$ cat src/rtl/fifo_sched_pkg.sv
// Shared types and constants for the push/pop queue scheduler.
// Latency: n/a (declarations only).
// Backpressure: n/a.
package fifo_sched_pkg;

    typedef enum logic [1:0] {
        IDLE = 2'd0,
        PUSH = 2'd1,
        POP  = 2'd2
    } state_e;

    typedef enum logic {
        OP_PUSH = 1'b0,
        OP_POP  = 1'b1
    } op_e;

    // One slot of the 8-entry queue is left unused so count fits in 3 bits.
    localparam logic [2:0] CAPACITY = 3'd7;

endpackage

$ cat src/rtl/fifo_sched_rr_arb2.sv
// Two-way round-robin pick: lone requester wins, ptr breaks ties.
// Latency: combinational.
// Backpressure: none; caller decides whether the pick is used.
module rr_arb2 (
    input  logic [1:0] req,
    input  logic       ptr,
    output logic [1:0] win
);
    always_comb begin
        win = req;
        if (req == 2'b11) begin
            win = ptr ? 2'b10 : 2'b01;
        end
    end
endmodule

$ cat src/rtl/fifo_sched.sv
// Schedules one push (two producers, round-robin) or one pop per cycle onto an external queue.
// Latency: enqueue/dequeue/gnt one cycle after request; rd_valid one cycle after dequeue.
// Backpressure: pushes held off at count==7, pops held off at count==0.
module fifo_sched #(
    parameter int WIDTH = 32
) (
    input  logic             clock,
    input  logic             reset,
    input  logic             req0,
    input  logic             req1,
    input  logic [WIDTH-1:0] data0,
    input  logic [WIDTH-1:0] data1,
    output logic             gnt0,
    output logic             gnt1,
    input  logic             pop,
    output logic             rd_valid,
    output logic [WIDTH-1:0] rd_data,
    output logic             enqueue,
    output logic             dequeue,
    output logic [WIDTH-1:0] data_in,
    input  logic [WIDTH-1:0] fifo_data_out,
    output logic [2:0]       count
);
    import fifo_sched_pkg::*;

    state_e           state_q, state_d;
    op_e              last_op_q, last_op_d;
    logic [2:0]       count_q, count_d;
    logic             rr_ptr_q, rr_ptr_d;
    logic [1:0]       gnt_q, gnt_d;
    logic [WIDTH-1:0] data_in_q, data_in_d;
    logic             rd_valid_q, rd_valid_d;
    logic [1:0]       win;
    logic             push_ok, pop_ok;

    rr_arb2 u_arb (
        .req ({req1, req0}),
        .ptr (rr_ptr_q),
        .win (win)
    );

    always_comb begin
        push_ok    = (count_q < CAPACITY) && (req0 || req1);
        pop_ok     = (count_q != 3'd0) && pop;
        state_d    = IDLE;
        // When both are possible, alternate so neither side starves.
        if (push_ok && pop_ok) begin
            state_d = (last_op_q == OP_PUSH) ? POP : PUSH;
        end else if (push_ok) begin
            state_d = PUSH;
        end else if (pop_ok) begin
            state_d = POP;
        end

        last_op_d  = last_op_q;
        count_d    = count_q;
        rr_ptr_d   = rr_ptr_q;
        gnt_d      = 2'b00;
        data_in_d  = '0;
        rd_valid_d = (state_q == POP);

        case (state_d)
            PUSH: begin
                last_op_d = OP_PUSH;
                count_d   = count_q + 3'd1;
                gnt_d     = win;
                data_in_d = win[1] ? data1 : data0;
                rr_ptr_d  = win[0];
            end
            POP: begin
                last_op_d = OP_POP;
                count_d   = count_q - 3'd1;
            end
            default: begin
            end
        endcase
    end

    always_ff @(posedge clock) begin
        if (!reset) begin
            state_q    <= IDLE;
            last_op_q  <= OP_POP;
            count_q    <= 3'd0;
            rr_ptr_q   <= 1'b0;
            gnt_q      <= 2'b00;
            data_in_q  <= '0;
            rd_valid_q <= 1'b0;
        end else begin
            state_q    <= state_d;
            last_op_q  <= last_op_d;
            count_q    <= count_d;
            rr_ptr_q   <= rr_ptr_d;
            gnt_q      <= gnt_d;
            data_in_q  <= data_in_d;
            rd_valid_q <= rd_valid_d;
        end
    end

    assign enqueue  = (state_q == PUSH);
    assign dequeue  = (state_q == POP);
    assign gnt0     = gnt_q[0];
    assign gnt1     = gnt_q[1];
    assign data_in  = data_in_q;
    assign rd_valid = rd_valid_q;
    assign rd_data  = fifo_data_out;
    assign count    = count_q;

endmodule
$ cat config.mk
export PLATFORM = sky130hd
export DESIGN_NAME = fifo_sched
export DESIGN_NICKNAME = d
export VERILOG_FILES = /design/src/rtl/fifo_sched_pkg.sv /design/src/rtl/fifo_sched_rr_arb2.sv /design/src/rtl/fifo_sched.sv
export SDC_FILE = /design/constraint.sdc
export NUM_CORES = 1
export LEC_CHECK = 0
export ABC_AREA = 1
export CELL_PAD_IN_SITES_DETAIL_PLACEMENT = 1
export CELL_PAD_IN_SITES_GLOBAL_PLACEMENT = 2
export CORE_UTILIZATION = 15
export DETAILED_ROUTE_END_ITERATION = 7
export PLACE_DENSITY_LB_ADDON = 0.1
export SLEW_MARGIN = 20
export SYNTH_ARGS = -nofsm -noshare
export SYNTH_HDL_FRONTEND = slang
export SYNTH_SLANG_ARGS = --single-unit
$ cat constraint.sdc
create_clock -name clock -period 2.9 [get_ports clock]
set_clock_uncertainty 0.2 [all_clocks]
set_input_delay 0.725 -clock clock [delete_from_list [all_inputs] [get_ports clock]]
set_output_delay 0.725 -clock clock [all_outputs]
set_load 0.01 [all_outputs]
==> metrics.cfg <==
[pwr]
power_frac_comb_pct=32.1
intPower_uw=1412
peakVddDrop_mv=0.1833
powerDensity_nw_per_um2=646.3
p_seq_share_pct=36.2
p_sw_share_pct=29.17
p_leak_uw=0.001236
clkPwrFrac_pct=31.7
power_switching_uw=581.4

[finish]
final_layout_size_suffix_gt1_share_pct=9.748
n_antenna_cell=0
nets=421
syn_to_final_growth_pct=62.28

[synth]
netlist_area_um2=1901
netlist.area_leader.share_pct=44.24
synth_top_family_by_area=simple AND/OR/NAND/NOR gates
synthMuxAreaShare_pct=0
synthTopCellsByArea=dfxtp_1, buf_4, nor2_1
synth_area_per_cell_um2=8.053
yosysUniqueCellTypes=24
synthCells=236
synth.ff_latch_count=42
synth_largest_area_cell=dfxtp_1
synth_compound_area_share_pct=10.66
synth-simple-area-share_pct=21.40
synth_xor_area_share_pct=0
yosysSeqAreaShare_pct=44.24
synth_nets=340
synthAdderAreaFrac_pct=2.370
ys_warn_count=0

[placement]
hpwl_mm=4.336
place_ws_ns=0.04017
io_buffers=108
place.gp.congestion=0.7103

[floorplan]
initial_core_util_pct=15.63
core_area_um2=12160
dieArea_um2=13130
die_w_um=114.6
io_pins=173
die_h_um=114.6
rows=40

[min_path]
hold_path_depth=1
hold_path.class=flop to flop

[timing]
max_slew.worst_pin.slew_ns=0.3403
slew_headroom_pct=77.31
rsz0062_at_grt=no
fin_crit_sh_pct=86.80
hold_slack_ns=0.2505
hold_viol=0
tns_ns=0
setup_viol=0
slew_viol_final=0
setup_slack_ns=0.3828
fmax_mhz=397.3
min_period_ns=2.517

[global_routing]
grt_use_total_pct=9.750
grt-ovfl-total=0
grt_pass1_wl_mm=9.384
grt_max_degree=34
antenna_found_initial=0
grt_pass1_vias=1799

[drt]
drtPass1Iterations=2
wl_per_cell_um=12.49
ant_nets=0
vias_per_cell=3.471
finalWirelength_mm=6.071
vias=1687
drc=0
drt-initial-drc-count=36

[cts]
clock-sinks=42
clockRootBuffer=clkbuf_16
cts_buffers=5
cts_tree=built
cts_setup_buffers=0
clockBufferDepth=2
cts_hold_buf=0
ctsResizeCount=0
h-tree-depth=2
clk_pin_slew_ns=0.06
clock_latency_ns=0.29

[critical_path]
end_kind=flop
crit_chain=clkdlybuf4s50_1 -> or2_1 -> nand3_1 -> nand2_1 -> inv_1 -> ha_1 -> inv_1 -> fa_1 -> inv_1 -> nand2_1 -> nand3_1 -> nand2_1 -> inv_1 -> nor2_1
reg2reg_depth=13
crit_top_cell=inv_1
cpPeakStageDelay_ns=0.43
critPathBufInv=5
crit_slowest_cell=clkdlybuf4s50_1
path_class=primary input to flop
worstPathArrival_ns=2.51
required_ns=2.89
critical-path-top-delay-family=buffers and inverters
cp_max_fo=3
cp.depth=14
start_kind=primary input

[run]
maxCapViolations=0

[status]
status=finished clean

## cell type report
type / count / area, um2
fill: 1442 / 9077
inverter: 16 / 66.31
clock buffer: 8 / 166.4
multi-input combinational: 137 / 654.4
sequential: 42 / 840.8
tap: 168 / 210.2
timing repair buffer: 115 / 1146
## metrics by stage
stage | area (um2) | std cells | utilization (%) | total power [uW]
floorplan | 1901 | 236 | - | 1075
global placement | 2918 | 478 | 23.99 | 1401
detailed placement | 2918 | 478 | 23.99 | 1397
CTS | 3084 | 486 | 25.36 | 2062
global route | 3084 | 486 | 25.36 | 2152
finish | 3084 | 486 | 25.36 | 1993
## routing by layer
layer  part of all wire [%]  track usage (%)  vias up  routed length, um
met5                      0                0        -                  0
met4                    2.0            4.762        0                124
met3                    9.9            3.812       15                602
met2                     43            15.23       80               2620
met1                     45            11.65      728               2723
li1                       -                -      864                  -
## worst paths after layout
kind                   start       end  slack (ns)
setup / recovery        req0  count[2]        0.38
hold / removal    state_q[0]  rd_valid        0.25
setup reg to reg    count[1]  count[2]        0.87
hold reg to reg   state_q[0]  rd_valid        0.25
## cells by family after synthesis
group	Yosys count
DFF	42
AOI/OAI and AO/OA	40
buffers and inverters	57
adders and majority gates	3
and+or+nand+nor	94
## layout by cell type, fill, tap and decap left out
cell             count
clkdlybuf4s50_1    108
nor2_1              63
dfxtp_1             42
o21ai_0             31
inv_1               14
nand2_1             10
nor2_2              10
buf_4                6
o21ai_1              5
clkbuf_16            5
nand3_1              3
nand2_2              3
a21oi_1              3
clkbuf_8             3
ha_1                 2
nand3b_1             1
or2_1                1
a21boi_0             1
nand2_4              1
inv_6                1
clkinv_2             1
nand4_1              1
nor3_1               1
fa_1                 1
buf_12               1
## flip-flops by register name, indices dropped and copies added (netlist names)
name	count
state_q	2
rr_ptr_q	1
last_op_q	1
data_in	32
count	3
gnt_q	2
rd_valid	1
## cells in the mapped netlist
cell and number:
or2_1 1, buf_12 1, nand2_2 3, clkinv_2 1, fa_1 1, nand4_1 1
a21boi_0 1, dfxtp_1 42, nor2_1 63, nand2_4 1, ha_1 2, inv_1 14
o21ai_0 31, nand3_1 3, a21oi_1 3, buf_4 32, nor3_1 1, nor2_2 10
nand2_1 10, o21ai_1 5, buf_6 5, nand3b_1 1, inv_6 1, clkbuf_4 3
## power groups by stage
stage	combinational, uW	sequential [uW]	clock [uW]
final	640	721	632
after global routing	723	736	694
after CTS	664	724	674
after detailed placement	660	736	0
after global placement	664	737	0
after floorplan	299	776	0
## worst register-to-register path: stages (launching register included)
cell	delay, ns
dfxtp_1	0.40
nor2_1	0.07
a21boi_0	0.19
nand2_1	0.09
inv_1	0.06
ha_1	0.15
inv_1	0.06
fa_1	0.38
inv_1	0.06
nand2_1	0.06
nand3_1	0.07
nand2_1	0.05
inv_1	0.05
nor2_1	0.03
Note: power is estimated with default switching activity, not from simulation.
